## config.mk

```make
export PLATFORM = sky130hd
export DESIGN_NAME = alu_seq
export DESIGN_NICKNAME = d
export VERILOG_FILES = /design/src/rtl/alu_seq.sv
export SDC_FILE = /design/constraint.sdc
export NUM_CORES = 1
export LEC_CHECK = 0
export ABC_CLOCK_PERIOD_IN_PS = 8950
export CORE_ASPECT_RATIO = 1.4
export CORE_UTILIZATION = 51
export CTS_BUF_LIST = sky130_fd_sc_hd__clkbuf_2 sky130_fd_sc_hd__clkbuf_4 sky130_fd_sc_hd__clkbuf_8
export CTS_CLUSTER_SIZE = 25
export DETAILED_ROUTE_END_ITERATION = 10
export PLACE_DENSITY = 0.71
export SLEW_MARGIN = 10
export SYNTH_ARGS = -nofsm -noshare
export SYNTH_HDL_FRONTEND = slang
export SYNTH_SLANG_ARGS = --single-unit
```

## constraint.sdc

```tcl
create_clock -name clk -period 8.95 [get_ports clk]
set_input_delay 1.79 -clock clk [delete_from_list [all_inputs] [get_ports clk]]
set_output_delay 1.79 -clock clk [all_outputs]
set_load 0.02 [all_outputs]
```

## src/rtl/alu_seq.sv

```systemverilog
`default_nettype none
// ============================================================================
// Module   : alu_seq
// Purpose  : Registered sequential ALU for the multicycle MIPS core.
//            Logic, add/sub and compare ops complete one cycle after start.
//            A signed multiply (and a signed divide when ALU_SEQ_DIV_EN is
//            defined) iterates for WIDTH cycles behind a start/busy/done
//            handshake. Result and flags are registered together.
// Ports    : clk       - system clock, rising edge
//            reset     - asynchronous active-high reset
//            start     - launch an operation (sampled when not busy)
//            op[2:0]   - operation select
//            a, b      - signed operands, captured at start
//            busy      - iterative operation in progress
//            done      - one-cycle pulse, result/flags valid from here
//            result    - primary result (low product / quotient)
//            result_hi - high product / remainder, 0 for other ops
//            zero, negative, overflow - flags derived from the operation
// Macro    : ALU_SEQ_DIV_EN - enables the iterative signed divider (op 111)
// Revision : 1.0 - initial release
// ============================================================================
module alu_seq #(
    parameter int WIDTH = 32,
    parameter int CNT_W = $clog2(WIDTH) + 1
) (
    input  logic             clk,
    input  logic             reset,
    input  logic             start,
    input  logic [2:0]       op,
    input  logic [WIDTH-1:0] a,
    input  logic [WIDTH-1:0] b,
    output logic             busy,
    output logic             done,
    output logic [WIDTH-1:0] result,
    output logic [WIDTH-1:0] result_hi,
    output logic             zero,
    output logic             negative,
    output logic             overflow
);

    localparam logic [2:0] c_OP_AND  = 3'b000;
    localparam logic [2:0] c_OP_ADD  = 3'b001;
    localparam logic [2:0] c_OP_SUB  = 3'b010;
    localparam logic [2:0] c_OP_RSUB = 3'b011;
    localparam logic [2:0] c_OP_OR   = 3'b100;
    localparam logic [2:0] c_OP_SLT  = 3'b101;
    localparam logic [2:0] c_OP_MUL  = 3'b110;
    localparam logic [2:0] c_OP_DIV  = 3'b111;

    typedef enum logic [1:0] {
        S_IDLE = 2'd0,
        S_ITER = 2'd1,
        S_FIN  = 2'd2
    } state_t;

    state_t             r_state, w_state_nxt;
    logic [CNT_W-1:0]   r_cnt;
    logic [WIDTH:0]     r_hi;       // partial product high part / remainder
    logic [WIDTH-1:0]   r_lo;       // multiplier / dividend-quotient shifter
    logic [WIDTH:0]     r_mcand;    // multiplicand / divisor magnitude
    logic               r_neg_lo;   // sign of product / quotient
    logic               r_done;
    logic [WIDTH-1:0]   r_result, r_result_hi;
    logic               r_zero, r_negative, r_overflow;

    logic               w_out_ld, w_cap, w_ovf;
    logic [WIDTH-1:0]   w_res, w_res_hi;
    logic [WIDTH-1:0]   w_add, w_sub, w_rsub, w_abs_a, w_abs_b;
    logic [WIDTH-1:0]   w_cap_lo;
    logic [WIDTH:0]     w_cap_mcand;
    logic [WIDTH:0]     w_mul_sum, w_nxt_hi;
    logic [WIDTH-1:0]   w_nxt_lo;
    logic [2*WIDTH-1:0] w_prod_mag, w_prod;

`ifdef ALU_SEQ_DIV_EN
    logic               r_neg_hi, r_is_div, r_div0, r_divovf;
    logic [WIDTH-1:0]   r_a;
    logic [WIDTH:0]     w_shift;
    logic [WIDTH+1:0]   w_diff;
    logic               w_ge;
    logic [WIDTH-1:0]   w_quo, w_rem;
`endif

    assign w_add   = a + b;
    assign w_sub   = a - b;
    assign w_rsub  = b - a;
    // Two's complement negation of the most-negative value yields
    // 2^(WIDTH-1), which is the correct unsigned magnitude.
    assign w_abs_a = a[WIDTH-1] ? (~a + 1'b1) : a;
    assign w_abs_b = b[WIDTH-1] ? (~b + 1'b1) : b;

    // Shift-add step: add multiplicand into the high half, shift right.
    assign w_mul_sum = r_hi + (r_lo[0] ? r_mcand : '0);

`ifdef ALU_SEQ_DIV_EN
    // Restoring step: shift remainder left, subtract divisor if it fits.
    assign w_shift = {r_hi[WIDTH-1:0], r_lo[WIDTH-1]};
    assign w_diff  = {1'b0, w_shift} - {1'b0, r_mcand};
    assign w_ge    = ~w_diff[WIDTH+1];
    assign w_nxt_hi = r_is_div ? (w_ge ? w_diff[WIDTH:0] : w_shift)
                               : {1'b0, w_mul_sum[WIDTH:1]};
    assign w_nxt_lo = r_is_div ? {r_lo[WIDTH-2:0], w_ge}
                               : {w_mul_sum[0], r_lo[WIDTH-1:1]};
    assign w_quo    = r_neg_lo ? (~w_nxt_lo + 1'b1) : w_nxt_lo;
    assign w_rem    = r_neg_hi ? (~w_nxt_hi[WIDTH-1:0] + 1'b1) : w_nxt_hi[WIDTH-1:0];
    assign w_cap_lo    = (op == c_OP_DIV) ? w_abs_a : w_abs_b;
    assign w_cap_mcand = (op == c_OP_DIV) ? {1'b0, w_abs_b} : {1'b0, w_abs_a};
`else
    assign w_nxt_hi    = {1'b0, w_mul_sum[WIDTH:1]};
    assign w_nxt_lo    = {w_mul_sum[0], r_lo[WIDTH-1:1]};
    assign w_cap_lo    = w_abs_b;
    assign w_cap_mcand = {1'b0, w_abs_a};
`endif

    assign w_prod_mag = {w_nxt_hi[WIDTH-1:0], w_nxt_lo};
    assign w_prod     = r_neg_lo ? (~w_prod_mag + 1'b1) : w_prod_mag;

    // Next-state and output-load decode. The FIN cycle is the done cycle of
    // an iterative op, so it accepts a new start exactly like IDLE.
    always_comb begin
        w_state_nxt = r_state;
        w_out_ld    = 1'b0;
        w_cap       = 1'b0;
        w_res       = '0;
        w_res_hi    = '0;
        w_ovf       = 1'b0;
        case (r_state)
            S_IDLE, S_FIN: begin
                w_state_nxt = S_IDLE;
                if (start) begin
                    w_out_ld = 1'b1;
                    case (op)
                        c_OP_AND:  w_res = a & b;
                        c_OP_ADD: begin
                            w_res = w_add;
                            w_ovf = (a[WIDTH-1] == b[WIDTH-1]) && (w_add[WIDTH-1] != a[WIDTH-1]);
                        end
                        c_OP_SUB: begin
                            w_res = w_sub;
                            w_ovf = (a[WIDTH-1] != b[WIDTH-1]) && (w_sub[WIDTH-1] != a[WIDTH-1]);
                        end
                        c_OP_RSUB: begin
                            w_res = w_rsub;
                            w_ovf = (a[WIDTH-1] != b[WIDTH-1]) && (w_rsub[WIDTH-1] != b[WIDTH-1]);
                        end
                        c_OP_OR:   w_res = a | b;
                        c_OP_SLT:  w_res = {{(WIDTH-1){1'b0}}, ($signed(a) < $signed(b))};
                        c_OP_MUL: begin
                            w_out_ld    = 1'b0;
                            w_cap       = 1'b1;
                            w_state_nxt = S_ITER;
                        end
                        default: begin
`ifdef ALU_SEQ_DIV_EN
                            w_out_ld    = 1'b0;
                            w_cap       = 1'b1;
                            w_state_nxt = S_ITER;
`endif
                        end
                    endcase
                end
            end
            S_ITER: begin
                // The last step and sign correction are folded into the
                // edge that enters FIN so done lands WIDTH+1 cycles after start.
                if (r_cnt == CNT_W'(1)) begin
                    w_state_nxt = S_FIN;
                    w_out_ld    = 1'b1;
                    w_res       = w_prod[WIDTH-1:0];
                    w_res_hi    = w_prod[2*WIDTH-1:WIDTH];
                    w_ovf       = (w_prod[2*WIDTH-1:WIDTH] != {WIDTH{w_prod[WIDTH-1]}});
`ifdef ALU_SEQ_DIV_EN
                    if (r_is_div) begin
                        w_res    = w_quo;
                        w_res_hi = w_rem;
                        w_ovf    = r_divovf;
                        if (r_div0) begin
                            w_res    = '1;
                            w_res_hi = r_a;
                            w_ovf    = 1'b1;
                        end
                    end
`endif
                end
            end
            default: w_state_nxt = S_IDLE;
        endcase
    end

    always_ff @(posedge clk or posedge reset) begin
        if (reset) begin
            r_state <= S_IDLE;
        end else begin
            r_state <= w_state_nxt;
        end
    end

    always_ff @(posedge clk or posedge reset) begin
        if (reset) begin
            r_cnt       <= '0;
            r_hi        <= '0;
            r_lo        <= '0;
            r_mcand     <= '0;
            r_neg_lo    <= 1'b0;
            r_done      <= 1'b0;
            r_result    <= '0;
            r_result_hi <= '0;
            r_zero      <= 1'b1;
            r_negative  <= 1'b0;
            r_overflow  <= 1'b0;
`ifdef ALU_SEQ_DIV_EN
            r_neg_hi    <= 1'b0;
            r_is_div    <= 1'b0;
            r_div0      <= 1'b0;
            r_divovf    <= 1'b0;
            r_a         <= '0;
`endif
        end else begin
            r_done <= w_out_ld;
            if (w_out_ld) begin
                r_result    <= w_res;
                r_result_hi <= w_res_hi;
                r_zero      <= (w_res == '0);
                r_negative  <= w_res[WIDTH-1];
                r_overflow  <= w_ovf;
            end
            if (w_cap) begin
                r_cnt    <= CNT_W'(WIDTH);
                r_hi     <= '0;
                r_lo     <= w_cap_lo;
                r_mcand  <= w_cap_mcand;
                r_neg_lo <= a[WIDTH-1] ^ b[WIDTH-1];
`ifdef ALU_SEQ_DIV_EN
                r_neg_hi <= a[WIDTH-1];
                r_is_div <= (op == c_OP_DIV);
                r_div0   <= (b == '0);
                r_divovf <= (a == {1'b1, {(WIDTH-1){1'b0}}}) && (b == '1);
                r_a      <= a;
`endif
            end else if (r_state == S_ITER) begin
                r_cnt <= r_cnt - 1'b1;
                r_hi  <= w_nxt_hi;
                r_lo  <= w_nxt_lo;
            end
        end
    end

    assign busy      = (r_state == S_ITER);
    assign done      = r_done;
    assign result    = r_result;
    assign result_hi = r_result_hi;
    assign zero      = r_zero;
    assign negative  = r_negative;
    assign overflow  = r_overflow;

endmodule
`default_nettype wire

```

## Word-level counts from Yosys, hierarchy flattened

Cells that the tools add are included.

| operators by class | value |
|---|---|
| add/sub/neg operators | 8 |
| magnitude comparators | 1 |
| eq/ne operators | 16 |
| muxes and demuxes | 31 |
| bitwise logic cells | 6 |
| reduce and logical (&&, ||, !) cells | 8 |

Operators with widths:

| operator | number |
|---|---|
| 32-bit 2-to-1 mux | 9 |
| 32-bit one-hot mux with 6 select lines | 1 |
| 33-bit 2-to-1 mux | 2 |
| 32-bit by 1-bit adder with 32-bit output (second input constant) | 2 |
| 64-bit by 1-bit adder with 64-bit output (second input constant) | 1 |
| 64-bit 2-to-1 mux | 1 |
| 32-bit inverter | 2 |
| 64-bit inverter | 1 |
| 32-bit one-hot mux with 2 select lines | 1 |
| 32-bit subtractor | 2 |
| 33-bit by 32-bit adder with 33-bit output | 1 |
| 32-bit adder | 1 |
| 32-bit AND | 1 |
| 32-bit logical NOT | 1 |
| 32-bit less-than comparator | 1 |
| 32-bit inequality test | 1 |
| 32-bit bitwise OR | 1 |
| 6-bit 2-to-1 mux | 2 |
| 1-bit 2-to-1 mux | 10 |
| 3-bit == test (second input constant) | 3 |
| 3-bit by 2-bit == test with 1-bit output (second input constant) | 2 |
| 6-bit by 1-bit == test with 1-bit output (second input constant) | 1 |
| 6-bit by 1-bit subtractor with 6-bit output (second input constant) | 1 |
| 1-bit inequality test | 4 |
| 15 further kinds | 18 |

| word-level totals | value |
|---|---|
| bits in registers | 174 |
| output and inout bits | 69 |

## Longest topological paths before layout

| depth | value |
|---|---|
| depth in word-level cells | 8 |
| mapped depth | 19 |
| depth with buffers taken out | 17 |

## Least setup slack after synthesis

Ideal clock, no wire load.

| timing | value |
|---|---|
| path type | input port to flip-flop |
| from | input a[5] |
| to | register r_zero (netlist: zero) |
| setup time | 91 ps |
| data arrival time | 5276 ps |
| required time | 8859 ps |
| path slack | 3584 ps |
| stages on the path | 15 |
| path buffers | 1 |
| path through | inv_1 ha_1 clkbuf_1 nor4_1 a21boi_0 nor2_1 o311ai_0 nand3_1 nor3b_1 o32a_1 or4_1 nor4b_1 and4b_1 nand4_1 o31ai_1 |

| between the ends | value |
|---|---|
| word-level cells in the longest chain between the ends | 5 |
| elaborated cells between the ends (all ways) | 10 |
| those cells by class | 3 x add/sub; 1 x order compare; 3 x mux; 2 x bitwise; 1 x reduce/logical |

RTL lines:

| what | line | text |
|---|---|---|
| start: declaration | 30 | `input logic [WIDTH-1:0] a,` |
| 32-bit subtractor, or another cell as far along | 86 | `assign w_rsub = b - a;` |
| 32-bit one-hot mux with 6 select lines * | 132 | `case (op)` |
| 32-bit 2-to-1 mux * | 130 | `if (start) begin` |
| 32-bit one-hot mux with 2 select lines * | 127 | `case (r_state)` |
| 32-bit logical NOT * | 223 | `r_zero <= (w_res == '0);` |
| end signal: assignment | 223 |  |
| end: declaration | 64 | `logic r_zero, r_negative, r_overflow;` |

Every way passes the cells marked *; elsewhere a longest branch is shown, timed or not.
A chain may end at the register's enable or synchronous reset.

## Final worst setup path

| timing | value |
|---|---|
| from | input b[1] |
| to | register r_zero (netlist: zero) |

| between the ends | value |
|---|---|
| word-level cells in the longest chain between the ends | 5 |
| elaborated cells between the ends (all ways) | 10 |
| those cells by class | 3 x add/sub; 1 x order compare; 3 x mux; 2 x bitwise; 1 x reduce/logical |

RTL lines:

| what | line | text |
|---|---|---|
| start: declaration | 31 | `input logic [WIDTH-1:0] b,` |
| 32-bit subtractor, or another cell as far along | 86 |  |
| 32-bit one-hot mux with 6 select lines * | 132 |  |
| 32-bit 2-to-1 mux * | 130 |  |
| 32-bit one-hot mux with 2 select lines * | 127 |  |
| 32-bit logical NOT * | 223 |  |

Marks and branches as above.

==> results_tabular.tex <==
\begin{tabular}{lr}
\hline
Metric & Value \\
\hline
\multicolumn{2}{l}{\textbf{Pwr}} \\
Peak supply drop & 230.8 uV \\
Sum of internal, switching and leakage power & 4.826 mW \\
Total leakage power & 8.802 nW \\
Power density of the placed cells & between 200 and 250 nW/um\^{}2 \\
\multicolumn{2}{l}{\textbf{Placement}} \\
Buffers added on ports & around 140 \\
HPWL reported at the end of detailed placement & 60300 um \\
Post-Place Worst Slack & 1.885 ns \\
Post-placement cell count & 2892 \\
Final Wtd Congestion & 1.117 \\
\multicolumn{2}{l}{\textbf{Timing}} \\
Timing-limited maximum frequency & about 150 MHz \\
Pins over their slew limit & 0 \\
Final setup skew & 0.02136 ns \\
Share of the clock period used by the worst path after layout & 75.57\% \\
Final Hold Fails & 0 \\
Setup repair after global routing missed its margin & no \\
Time the final worst path needs with I/O delays and setup & 6.764 ns \\
Slew @ Worst Pin & about 1.1 ns \\
Worst-case setup margin in the final layout & approximately 2.2 ns \\
Total negative slack & 0 ns \\
Setup violations, final & 0 \\
Slew HR & 23.32\% \\
\multicolumn{2}{l}{\textbf{Global route}} \\
Total Routing Usage GR & 42.44\% \\
Wire length of the first global-routing pass & 116300 um \\
Largest net degree at the start of global routing & 73 \\
Initial antenna violation count & 11 \\
Vias in the first global route & 19210 \\
Global-route congestion overflow total & 0 \\
\multicolumn{2}{l}{\textbf{Detailed routing}} \\
Post-route ant nets & 0 \\
Vias & 19720 \\
Pre-antenna DRT Iters & 6 \\
Average detailed-routed wire length per instance & 26.50 um \\
DR vias/cell & 6.731 \\
DRC Markers & 0 \\
Detailed-route wire length & 77640 um \\
Violation count after the first detailed-route iteration & 1799 \\
\multicolumn{2}{l}{\textbf{Worst setup path}} \\
Kind of cell adding the most delay to the critical path & compound AO/OA/AOI/OAI gates \\
Endpoint kind of the worst setup timing path & register \\
Worst-case register-to-register setup slack & 2.73 ns \\
Buf/Inv on CP & 2 \\
Worst endpoint data arrival time & 7.19 ns \\
Crit path required time & 9.38 ns \\
Highest net fanout along the worst path & 7 \\
Cell breakdown of the critical path & clkdlybuf4s50\_1 > inv\_1 > ha\_1 > o21bai\_1 > a21oi\_1 > o31ai\_1 > a221oi\_1 > o31ai\_1 > mux2i\_1 > xnor2\_1 > a221oi\_1 > o211ai\_1 > nor4b\_1 > and4b\_1 > nand4\_1 > o31ai\_1 \\
Startpoint Class & primary input \\
Highest cell delay on the worst timing path & 0.85 ns \\
Type of the setup path with the least slack & in -> reg \\
Critical-path top delay cell & sky130\_fd\_sc\_hd\_\_o31ai\_1 \\
Cell with the most instances on the worst path & sky130\_fd\_sc\_hd\_\_o31ai\_1 \\
\multicolumn{2}{l}{\textbf{Synthesis}} \\
Number of unique standard cell types used by synthesis & 82 \\
Leading register cell type out of synthesis & sky130\_fd\_sc\_hd\_\_dfrtp\_1 \\
Total standard cell area after synthesis & 18320 um\^{}2 \\
Number of enable flip-flop cells after synthesis & 0 \\
Top post-synthesis cells by area & sky130\_fd\_sc\_hd\_\_dfrtp\_1 23\%, sky130\_fd\_sc\_hd\_\_ha\_1 11\%, sky130\_fd\_sc\_hd\_\_xnor2\_1 6.8\% \\
Ys Warns & 0 \\
Syn\_nets & $\sim$2600 \\
Sequential element share of the synthesized area & between 20\% and 30\% \\
Average cell area after synthesis & 7.600 um\^{}2 \\
Cell taking the most area after synthesis & sky130\_fd\_sc\_hd\_\_dfrtp\_1 \\
Share of the synthesized area in the top cell type & a little under a quarter \\
Number of register bits inferred by synthesis & 172 \\
Post-synthesis instance total & 2410 \\
Share of async-settable or async-resettable flops after synthesis & 100.0\% \\
\multicolumn{2}{l}{\textbf{Clock network}} \\
Clock insertion delay at the later pin of the skew report & roughly 0.52 ns \\
Cts-stage hold buffer count & 0 \\
Clock tree sinks & 172 \\
CTS buffer count & 17 \\
Number of H-tree levels & 4 \\
Post\_cts resized & 0 \\
Post-CTS setup repair buffer count & 0 \\
Clock slew at reported path FFs & 0.11 ns \\
Clock root buffer master & sky130\_fd\_sc\_hd\_\_clkbuf\_8 \\
TritonCTS clock tree & built \\
Maximum buffer depth of the clock tree & 2 \\
\multicolumn{2}{l}{\textbf{Final layout}} \\
Commonest non-fill, non-tap cell in the layout & sky130\_fd\_sc\_hd\_\_nand2\_1 \\
Number of non-filler instances in the completed layout & roughly 2900 \\
Signed area change from the synthesized netlist to the final layout & 11.32\% \\
Most frequent cells in the layout & 258 x sky130\_fd\_sc\_hd\_\_nand2\_1, 233 x sky130\_fd\_sc\_hd\_\_o21ai\_0, 170 x sky130\_fd\_sc\_hd\_\_dfrtp\_1 \\
Share of cells above drive strength 1 & a little under 4\% \\
NumNets Final & 2693 \\
\multicolumn{2}{l}{\textbf{Floorplanning}} \\
Die height & 226.2 um \\
Core Box Area & between 30000 and 40000 um\^{}2 \\
Starting density of the core & between 50\% and 60\% \\
Die footprint & 36680 um\^{}2 \\
Number of top-level pins & 139 \\
Placement Rows & 81 \\
Floorplan die width & $\sim$160 um \\
\multicolumn{2}{l}{\textbf{Status}} \\
Outcome & finished, final reports clean \\
\multicolumn{2}{l}{\textbf{Hold path}} \\
Worst min-delay path class & reg -> reg \\
\multicolumn{2}{l}{\textbf{Flow run}} \\
Max-cap check violation count & 0 \\
\hline
\end{tabular}
[kinds of logic (layout without fill, tap and decap cells)]
kind of cell	count (synthesis)	after routing	synth area share, %
fa+ha+maj	168	168	11.64
xor+xnor	187	187	8.942
flops	172	172	23.51
simple gates	790	790	20.82
compound gates	804	804	28.58
buf+inv	274	332	5.670
mux	15	15	0.8403
other cells	0	6	0
[tightest hold or removal path, cell delays in order, from the launching register on]
cell	delay (ns)
sky130_fd_sc_hd__dfrtp_1	0.34
sky130_fd_sc_hd__nand2_1	0.05
sky130_fd_sc_hd__o21ai_0	0.06
[registers in the layout (all words and copies together), names as in the netlist, 2 cells and up]
register / cells
r_hi: 32
r_lo: 32
r_mcand: 32
result: 32
result_hi: 32
r_cnt: 6
r_state: 2
[through the flow]
step	hold WS (ns)	util (%)	area, um^2
finish	0.4804	57.97	20390
global route	0.5096	57.96	20380
CTS	0.4846	57.93	20370
global placement	0.4560	56.80	19970
detailed placement	0.4626	56.80	19970
floorplan	0.4356	-	18320
[power by group]
| group | leakage, nW | internal, mW | total, mW | switching, mW |
|---|---|---|---|---|
| Clock | 0.199 | 0.216 | 0.575 | 0.359 |
| Sequential | 2.25 | 1.08 | 1.38 | 0.293 |
| Combinational | 6.35 | 1.05 | 2.87 | 1.82 |
| Total | 8.80 | 2.35 | 4.83 | 2.48 |
[area by class of cell]
class	instances	area, um^2
diodes	6	15.01
fillers	3349	14780
flip-flops and latches	172	4307
clock inverters	14	151.4
repair buffers	166	1587
multi-input cells	1964	13000
well taps	456	570.5
clock buffers	18	247.7
inverters	134	508.0
[cells in the mapped netlist, types with 13 or more instances]
cell type and instances:
sky130_fd_sc_hd__nand2_1 259, sky130_fd_sc_hd__o21ai_0 233, sky130_fd_sc_hd__dfrtp_1 171, sky130_fd_sc_hd__nor2_1 171, sky130_fd_sc_hd__ha_1 164, sky130_fd_sc_hd__a21oi_1 156
sky130_fd_sc_hd__xnor2_1 142, sky130_fd_sc_hd__inv_1 127, sky130_fd_sc_hd__clkbuf_1 123, sky130_fd_sc_hd__nand3_1 82, sky130_fd_sc_hd__nor3_1 49, sky130_fd_sc_hd__o31ai_1 47
sky130_fd_sc_hd__a21o_1 45, sky130_fd_sc_hd__xor2_1 45, sky130_fd_sc_hd__and2_1 41, sky130_fd_sc_hd__nand4_1 39, sky130_fd_sc_hd__a22oi_1 38, sky130_fd_sc_hd__nor4_1 33
sky130_fd_sc_hd__o211ai_1 33, sky130_fd_sc_hd__a211oi_1 31, sky130_fd_sc_hd__nand2b_1 24, sky130_fd_sc_hd__o21bai_1 22, sky130_fd_sc_hd__a31oi_1 20, sky130_fd_sc_hd__o41ai_1 20
sky130_fd_sc_hd__or3_1 15, sky130_fd_sc_hd__o22ai_1 14, sky130_fd_sc_hd__and3_1 13, sky130_fd_sc_hd__buf_1 13, sky130_fd_sc_hd__nor2b_1 13, sky130_fd_sc_hd__o21a_1 13
sky130_fd_sc_hd__or4_1 13
[metal layers]
metal	wire length, um	global-route usage [%]	part of all wire (%)
met1	27990	46.83	36
met2	37160	72.16	48
met3	6014	7.548	7.7
met4	6456	32.71	8.3
met5	21	0	0.027
[worst paths after layout]
path,cells past startpoint,from,to
min in group asynchronous,2,reset,r_hi[4]
max in group asynchronous,3,reset,r_hi[28]
min reg2reg,2,r_mcand[14],r_mcand[14]
max,16,b[1],zero
min,2,r_mcand[14],r_mcand[14]
max reg2reg,17,r_lo[0],overflow
(Power assumes the default switching activity.)
